==> src/rtl/apb_mst_pkg.sv <==
// Shared types and constants for the APB configuration master: FSM states,
// arbiter register map and default bus widths.
package apb_mst_pkg;

    localparam int APB_ADDR_W = 8;
    localparam int APB_DATA_W = 32;

    localparam logic [APB_ADDR_W-1:0] ARB_CTRL_ADDR   = 8'h00;
    localparam logic [APB_ADDR_W-1:0] ARB_STATUS_ADDR = 8'h04;

    typedef enum logic [1:0] {
        IDLE   = 2'd0,
        SETUP  = 2'd1,
        ACCESS = 2'd2,
        RESP   = 2'd3
    } state_e;

endpackage

==> src/rtl/apb_mst_if.sv <==
// Command, response and APB bus signals of the configuration master, bundled
// with a master modport (the initiator) and a slave modport (its environment).
interface apb_mst_if
    import apb_mst_pkg::*;
#(
    parameter int ADDR_W = APB_ADDR_W,
    parameter int DATA_W = APB_DATA_W
);
    logic              cmd_valid_i;
    logic              cmd_ready_o;
    logic              cmd_write_i;
    logic [ADDR_W-1:0] cmd_addr_i;
    logic [DATA_W-1:0] cmd_wdata_i;
    logic              rsp_valid_o;
    logic              rsp_ready_i;
    logic [DATA_W-1:0] rsp_rdata_o;
    logic              rsp_err_o;
    logic              PSel_o;
    logic              PEnable_o;
    logic              PWrite_o;
    logic [ADDR_W-1:0] PAddr_o;
    logic [DATA_W-1:0] PWData_o;
    logic [DATA_W-1:0] PRData_i;
    logic              PReady_i;
    logic              PSlvErr_i;

    modport master (
        input  cmd_valid_i, cmd_write_i, cmd_addr_i, cmd_wdata_i, rsp_ready_i,
        input  PRData_i, PReady_i, PSlvErr_i,
        output cmd_ready_o, rsp_valid_o, rsp_rdata_o, rsp_err_o,
        output PSel_o, PEnable_o, PWrite_o, PAddr_o, PWData_o
    );

    modport slave (
        output cmd_valid_i, cmd_write_i, cmd_addr_i, cmd_wdata_i, rsp_ready_i,
        output PRData_i, PReady_i, PSlvErr_i,
        input  cmd_ready_o, rsp_valid_o, rsp_rdata_o, rsp_err_o,
        input  PSel_o, PEnable_o, PWrite_o, PAddr_o, PWData_o
    );

endinterface

==> src/rtl/apb_mst_wdog.sv <==
// ACCESS-phase watchdog: clears on clr_i, counts while cnt_i is high and flags
// expired_o once TIMEOUT_CYCLES-1 stalled cycles have been counted.
module apb_mst_wdog #(
    parameter int TIMEOUT_CYCLES = 16
) (
    input  logic clk_i,
    input  logic rst_ni,
    input  logic clr_i,
    input  logic cnt_i,
    output logic expired_o
);
    localparam int CNT_W = (TIMEOUT_CYCLES > 2) ? $clog2(TIMEOUT_CYCLES) : 1;
    localparam logic [CNT_W-1:0] LAST = CNT_W'(TIMEOUT_CYCLES - 1);

    logic [CNT_W-1:0] count_q, count_d;

    always_comb begin
        count_d = count_q;
        if (clr_i)
            count_d = '0;
        else if (cnt_i && count_q != LAST)
            count_d = count_q + 1'b1;
    end

    always_ff @(posedge clk_i or negedge rst_ni) begin
        if (!rst_ni)
            count_q <= '0;
        else
            count_q <= count_d;
    end

    assign expired_o = (count_q == LAST);

endmodule

==> src/rtl/apb_cfg_master.sv <==
// APB initiator turning a valid/ready command stream into APB transfers.
// Optional ACCESS timeout is enabled by defining APB_MST_TIMEOUT_EN.
module apb_cfg_master
    import apb_mst_pkg::*;
#(
    parameter int ADDR_W         = APB_ADDR_W,
    parameter int DATA_W         = APB_DATA_W,
    parameter int TIMEOUT_CYCLES = 16
) (
    input  logic     Pclk_i,
    input  logic     PResetn_i,
    apb_mst_if.master bus
);
    state_e            state_q, state_d;
    logic              pwrite_q, pwrite_d;
    logic [ADDR_W-1:0] paddr_q, paddr_d;
    logic [DATA_W-1:0] pwdata_q, pwdata_d;
    logic [DATA_W-1:0] rdata_q, rdata_d;
    logic              err_q, err_d;
    logic              timeout;

`ifdef APB_MST_TIMEOUT_EN
    logic wdog_expired;

    apb_mst_wdog #(
        .TIMEOUT_CYCLES(TIMEOUT_CYCLES)
    ) u_wdog (
        .clk_i     (Pclk_i),
        .rst_ni    (PResetn_i),
        .clr_i     (state_q == SETUP),
        .cnt_i     ((state_q == ACCESS) && !bus.PReady_i),
        .expired_o (wdog_expired)
    );

    assign timeout = wdog_expired && !bus.PReady_i;
`else
    assign timeout = 1'b0;
`endif

    always_comb begin
        state_d  = state_q;
        pwrite_d = pwrite_q;
        paddr_d  = paddr_q;
        pwdata_d = pwdata_q;
        rdata_d  = rdata_q;
        err_d    = err_q;
        case (state_q)
            IDLE: begin
                if (bus.cmd_valid_i) begin
                    pwrite_d = bus.cmd_write_i;
                    paddr_d  = bus.cmd_addr_i;
                    pwdata_d = bus.cmd_wdata_i;
                    state_d  = SETUP;
                end
            end
            SETUP: state_d = ACCESS;
            ACCESS: begin
                // A ready slave wins over a timeout landing on the same cycle.
                if (bus.PReady_i) begin
                    rdata_d = (!pwrite_q && !bus.PSlvErr_i) ? bus.PRData_i : '0;
                    err_d   = bus.PSlvErr_i;
                    state_d = RESP;
                end else if (timeout) begin
                    rdata_d = '0;
                    err_d   = 1'b1;
                    state_d = RESP;
                end
            end
            RESP: begin
                if (bus.rsp_ready_i)
                    state_d = IDLE;
            end
            default: state_d = IDLE;
        endcase
    end

    always_ff @(posedge Pclk_i or negedge PResetn_i) begin
        if (!PResetn_i) begin
            state_q  <= IDLE;
            pwrite_q <= 1'b0;
            paddr_q  <= '0;
            pwdata_q <= '0;
            rdata_q  <= '0;
            err_q    <= 1'b0;
        end else begin
            state_q  <= state_d;
            pwrite_q <= pwrite_d;
            paddr_q  <= paddr_d;
            pwdata_q <= pwdata_d;
            rdata_q  <= rdata_d;
            err_q    <= err_d;
        end
    end

    // Handshake and bus strobes decode straight from the state register;
    // cmd_ready is held low while reset is asserted.
    assign bus.cmd_ready_o = (state_q == IDLE) && PResetn_i;
    assign bus.rsp_valid_o = (state_q == RESP);
    assign bus.rsp_rdata_o = rdata_q;
    assign bus.rsp_err_o   = err_q;
    assign bus.PSel_o      = (state_q == SETUP) || (state_q == ACCESS);
    assign bus.PEnable_o   = (state_q == ACCESS);
    assign bus.PWrite_o    = pwrite_q;
    assign bus.PAddr_o     = paddr_q;
    assign bus.PWData_o    = pwdata_q;

endmodule
==> src/flat_wrapper.sv <==
// flat-port wrapper written by rule: the top's interface ports become plain ports
module apb_cfg_master_flat import apb_mst_pkg::*;
#(
    parameter int ADDR_W         = APB_ADDR_W,
    parameter int DATA_W         = APB_DATA_W,
    parameter int TIMEOUT_CYCLES = 16
)
  (Pclk_i, PResetn_i, bus_cmd_valid_i, bus_cmd_write_i, bus_cmd_addr_i, bus_cmd_wdata_i, bus_rsp_ready_i, bus_PRData_i, bus_PReady_i, bus_PSlvErr_i, bus_cmd_ready_o, bus_rsp_valid_o, bus_rsp_rdata_o, bus_rsp_err_o, bus_PSel_o, bus_PEnable_o, bus_PWrite_o, bus_PAddr_o, bus_PWData_o);
  apb_mst_if #(.ADDR_W(ADDR_W), .DATA_W(DATA_W)) bus_i ();
  input  logic Pclk_i;
  input  logic PResetn_i;
  input wire logic [$bits(bus_i.cmd_valid_i)-1:0] bus_cmd_valid_i;
  input wire logic [$bits(bus_i.cmd_write_i)-1:0] bus_cmd_write_i;
  input wire logic [$bits(bus_i.cmd_addr_i)-1:0] bus_cmd_addr_i;
  input wire logic [$bits(bus_i.cmd_wdata_i)-1:0] bus_cmd_wdata_i;
  input wire logic [$bits(bus_i.rsp_ready_i)-1:0] bus_rsp_ready_i;
  input wire logic [$bits(bus_i.PRData_i)-1:0] bus_PRData_i;
  input wire logic [$bits(bus_i.PReady_i)-1:0] bus_PReady_i;
  input wire logic [$bits(bus_i.PSlvErr_i)-1:0] bus_PSlvErr_i;
  output wire logic [$bits(bus_i.cmd_ready_o)-1:0] bus_cmd_ready_o;
  output wire logic [$bits(bus_i.rsp_valid_o)-1:0] bus_rsp_valid_o;
  output wire logic [$bits(bus_i.rsp_rdata_o)-1:0] bus_rsp_rdata_o;
  output wire logic [$bits(bus_i.rsp_err_o)-1:0] bus_rsp_err_o;
  output wire logic [$bits(bus_i.PSel_o)-1:0] bus_PSel_o;
  output wire logic [$bits(bus_i.PEnable_o)-1:0] bus_PEnable_o;
  output wire logic [$bits(bus_i.PWrite_o)-1:0] bus_PWrite_o;
  output wire logic [$bits(bus_i.PAddr_o)-1:0] bus_PAddr_o;
  output wire logic [$bits(bus_i.PWData_o)-1:0] bus_PWData_o;
  assign bus_i.cmd_valid_i = bus_cmd_valid_i;
  assign bus_i.cmd_write_i = bus_cmd_write_i;
  assign bus_i.cmd_addr_i = bus_cmd_addr_i;
  assign bus_i.cmd_wdata_i = bus_cmd_wdata_i;
  assign bus_i.rsp_ready_i = bus_rsp_ready_i;
  assign bus_i.PRData_i = bus_PRData_i;
  assign bus_i.PReady_i = bus_PReady_i;
  assign bus_i.PSlvErr_i = bus_PSlvErr_i;
  assign bus_cmd_ready_o = bus_i.cmd_ready_o;
  assign bus_rsp_valid_o = bus_i.rsp_valid_o;
  assign bus_rsp_rdata_o = bus_i.rsp_rdata_o;
  assign bus_rsp_err_o = bus_i.rsp_err_o;
  assign bus_PSel_o = bus_i.PSel_o;
  assign bus_PEnable_o = bus_i.PEnable_o;
  assign bus_PWrite_o = bus_i.PWrite_o;
  assign bus_PAddr_o = bus_i.PAddr_o;
  assign bus_PWData_o = bus_i.PWData_o;
  apb_cfg_master #(.ADDR_W(ADDR_W), .DATA_W(DATA_W), .TIMEOUT_CYCLES(TIMEOUT_CYCLES)) u_core (.Pclk_i(Pclk_i), .PResetn_i(PResetn_i), .bus(bus_i));
endmodule
==> config.mk <==
export PLATFORM = sky130hd
export DESIGN_NAME = apb_cfg_master_flat
export DESIGN_NICKNAME = d
export VERILOG_FILES = /design/src/rtl/apb_mst_pkg.sv /design/src/rtl/apb_mst_if.sv /design/src/rtl/apb_mst_wdog.sv /design/src/rtl/apb_cfg_master.sv /design/src/flat_wrapper.sv
export SDC_FILE = /design/constraint.sdc
export NUM_CORES = 1
export LEC_CHECK = 0
export ABC_CLOCK_PERIOD_IN_PS = 1600
export BUFFER_PORTS_ARGS = -buffer_cell sky130_fd_sc_hd__clkbuf_2
export CAP_MARGIN = 25
export CORE_UTILIZATION = 35
export DETAILED_ROUTE_END_ITERATION = 16
export PLACE_DENSITY_LB_ADDON = 0.08
export SETUP_SLACK_MARGIN = 0.15
export SKIP_LAST_GASP = 1
export SLEW_MARGIN = 20
export SYNTH_ARGS = -nofsm -noshare
export SYNTH_HDL_FRONTEND = slang
export SYNTH_HIERARCHICAL = 1
export SYNTH_SLANG_ARGS = --single-unit
export TNS_END_PERCENT = 100
==> constraint.sdc <==
create_clock -name Pclk_i -period 1.6 [get_ports Pclk_i]
set_input_delay 0.16 -clock Pclk_i [delete_from_list [all_inputs] [get_ports Pclk_i]]
set_output_delay 0.16 -clock Pclk_i [all_outputs]
set_load 0.01 [all_outputs]
==> summary.txt <==
Power
  • Sw power: 2.81 mW
  • Total Power: 8.74 mW
  • Peak VDD IR: 0.774 mV
  • Flop pwr share: 0.386
  • Switching share of power: 0.321
  • Pwr/cell area: 2020 nW/um^2
  • Comb power frac: 0.422
  • Clock network power share: 0.192
  • Leakage: 2.27 nW
  • Pint: 5.93 mW

STA
  • Worst slew pin tran: 412 ps
  • Final Cycle Share: 0.966
  • Fmax: 0.647 GHz
  • RSZ-0062 raised after global routing: true
  • Hold Violations, Final: 0
  • Final Hold Slack: 34.9 ps
  • Slew headroom: 0.725
  • Setup ws final: 54.3 ps
  • # setup viols final: 0
  • Skew final: 7.59 ps
  • Slew Viols, Final: 0
  • Final Critical Period: 1550 ps

Clocking
  • CTS tree: yes
  • Reg clk slew, reported paths: 80 ps
  • Root Driver: clkbuf_8
  • Clock sink total: 76
  • H-tree depth: 3
  • Later-pin clock latency in the skew report: 340 ps
  • Maximum buffer depth of the clock tree: 2
  • Total CTS buffers: 9

Final layout
  • Number of fillers in the final layout: 691
  • Commonest non-fill, non-tap cell in the layout: clkbuf_2
  • Fraction of layout cells with a size suffix above 1: 0.673
  • Antenna Cells: 0
  • # nets final: 435
  • Most frequent cells in the layout: clkbuf_2 (153), dfrtp_1 (75), mux2_2 (42)
  • Area Growth Syn to Fin: 52.6%

Job
  • Max-Cap Viols: 0

Yosys
  • Seq cells post-synth: 76
  • Dominant cells by area after synthesis: dfrtp_1 (67%), mux2_2 (17%), a22o_1 (9.9%), ha_1 (1.8%), buf_2 (1.2%)
  • Synth area leader: dfrtp_1
  • Post-synthesis cell area: 2830 sq um
  • Mapped Cells: 177
  • Synth unique cells: 14
  • Total number of yosys warnings: 6
  • Net Count, Synth: 260
  • Syn avg cell area: 16.0 sq um
  • Sequential-to-total area share from yosys stat: 0.672
  • Area share of the largest cell type after synthesis: 0.672

GRT
  • Total GRT Usage: 0.168
  • Antenna violations before repair: 0
  • M1 GR Usage: 0.213
  • GR Util met2: 0.266
  • First-pass GRT wire length: 10800 um
  • Congestion Overflow GR: 0
  • Met3 Use GR: 0.0464
  • GRT Max-Usage Layer: met2
  • Largest net degree at the start of global routing: 77
  • Vias in the first global route: 2195

Placed design
  • DP Wirelength: 4650 um
  • Setup WS pre-CTS: 18.2 ps
  • Buffers on Ports: 156
  • RePlAce Congestion: 0.704

Floorplanning
  • Row cnt: 32
  • Initial Util: 0.364
  • I/O pin cnt: 157
  • Die X-Extent: 91.9 um
  • Total Die Area: 8450 sq um
  • Height of the die: 91.9 um
  • Core area: 7770 sq um

Status
  • Status: finished, final reports clean

Setup path
  • CP Max Fanout: 4
  • Setup crit end kind: flip-flop
  • Data arrival, critical path: 1770 ps
  • Startpoint types: flip-flop
  • Crit path kind: flip-flop to flip-flop
  • CP required: 1820 ps

Route
  • Vias/cell: 4.67
  • Post-route ant nets: 0
  • DR WL/cell: 15.3 um
  • DRT Pass-1 Iters: 4
  • Initial DRC Count: 49
  • # DRC: 0
  • Drt total wl: 7000 um
  • Vias: 2134

Min path
  • Min-delay worst type: input port to flip-flop
## area by class of cell
type | count | area (sq um) | share of cell area
timing repair buffer | 174 | 1120 | 0.259
multi-input combinational | 86 | 922 | 0.214
clock buffer | 9 | 124 | 0.0287
clock inverter | 5 | 103 | 0.0238
tap | 102 | 128 | 0.0296
inverter | 5 | 18.8 | 0.00435
sequential | 76 | 1900 | 0.441
## flip-flops by register name, indices dropped and copies added (netlist names)
register                flops
u_core/bus.PAddr_o          8
u_core/bus.rsp_rdata_o     32
u_core/bus.rsp_err_o        1
u_core/state_q              2
u_core/bus.PWData_o        32
u_core/bus.PWrite_o         1
## Yosys cell counts
cell,instances
dfrtp_1,76
mux2_2,42
a22o_1,32
buf_2,7
inv_1,5
ha_1,4
clkbuf_1,3
nand2_1,2
a222oi_1,1
and2_1,1
mux2_1,1
mux2i_1,1
nor2_1,1
nor3_2,1
## power groups by stage
stage	clock, mW	combinational, mW	sequential, mW
2_1_floorplan	0	1.36	3.81
3_3_place_gp	0	3.24	3.38
3_5_place_dp	0	3.29	3.40
4_1_cts	1.73	3.47	3.38
5_1_grt	1.80	4.00	3.52
6_report	1.67	3.69	3.38
## worst max-delay path, stage by stage (launching register included)
cell	delay, ps
dfrtp_2	460
ha_4	190
a222oi_1	420
mux2_1	370
## routing by layer
metal,up-vias,share of wire
met5,-,0
met4,0,0.019
met3,12,0.071
met2,100,0.48
met1,1032,0.43
li1,990,-
## timing repair
item,4_1_cts,5_1_grt
endpoints found under the setup margin,46,77
gates resized for setup,6,10
setup buffers,0,4
endpoints found under the hold margin,76,0
hold buffers,1,0
pin swaps,2,3
gates cloned,2,4
## path summary, 6_finish.rpt
| check | cells past startpoint | endpoint | slack (ps) | from |
|---|---|---|---|---|
| max | 3 | u_core/state_q[1] | 50 | u_core/state_q[1] |
| min | 2 | u_core/bus.rsp_rdata_o[14] | 30 | bus_PRData_i[14] |
| max reg2reg | 3 | u_core/state_q[1] | 50 | u_core/state_q[1] |
| min reg2reg | 1 | u_core/bus.PWData_o[18] | 510 | u_core/bus.PWData_o[18] |
| max in group asynchronous | 3 | u_core/bus.rsp_rdata_o[9] | 860 | PResetn_i |
| min in group asynchronous | 3 | u_core/bus.rsp_rdata_o[16] | 420 | PResetn_i |
## cells by family after synthesis
group,count (synthesis),synth area share
fa+ha+maj,4,0.0177
buf+inv,15,0.0230
mux,44,0.175
compound gates,33,0.103
flops,76,0.672
simple gates,5,0.00973
## per-stage QoR
step	setup TNS, ps	cells	util	cell area [sq um]
after floorplan	0	177	-	2840
after detailed placement	0	432	0.492	3820
after CTS	0	449	0.534	4140
after global placement	0	432	0.492	3820
final	0	457	0.556	4320
after global routing	-71.6	457	0.556	4320
Power figures use the tool's default switching activity.
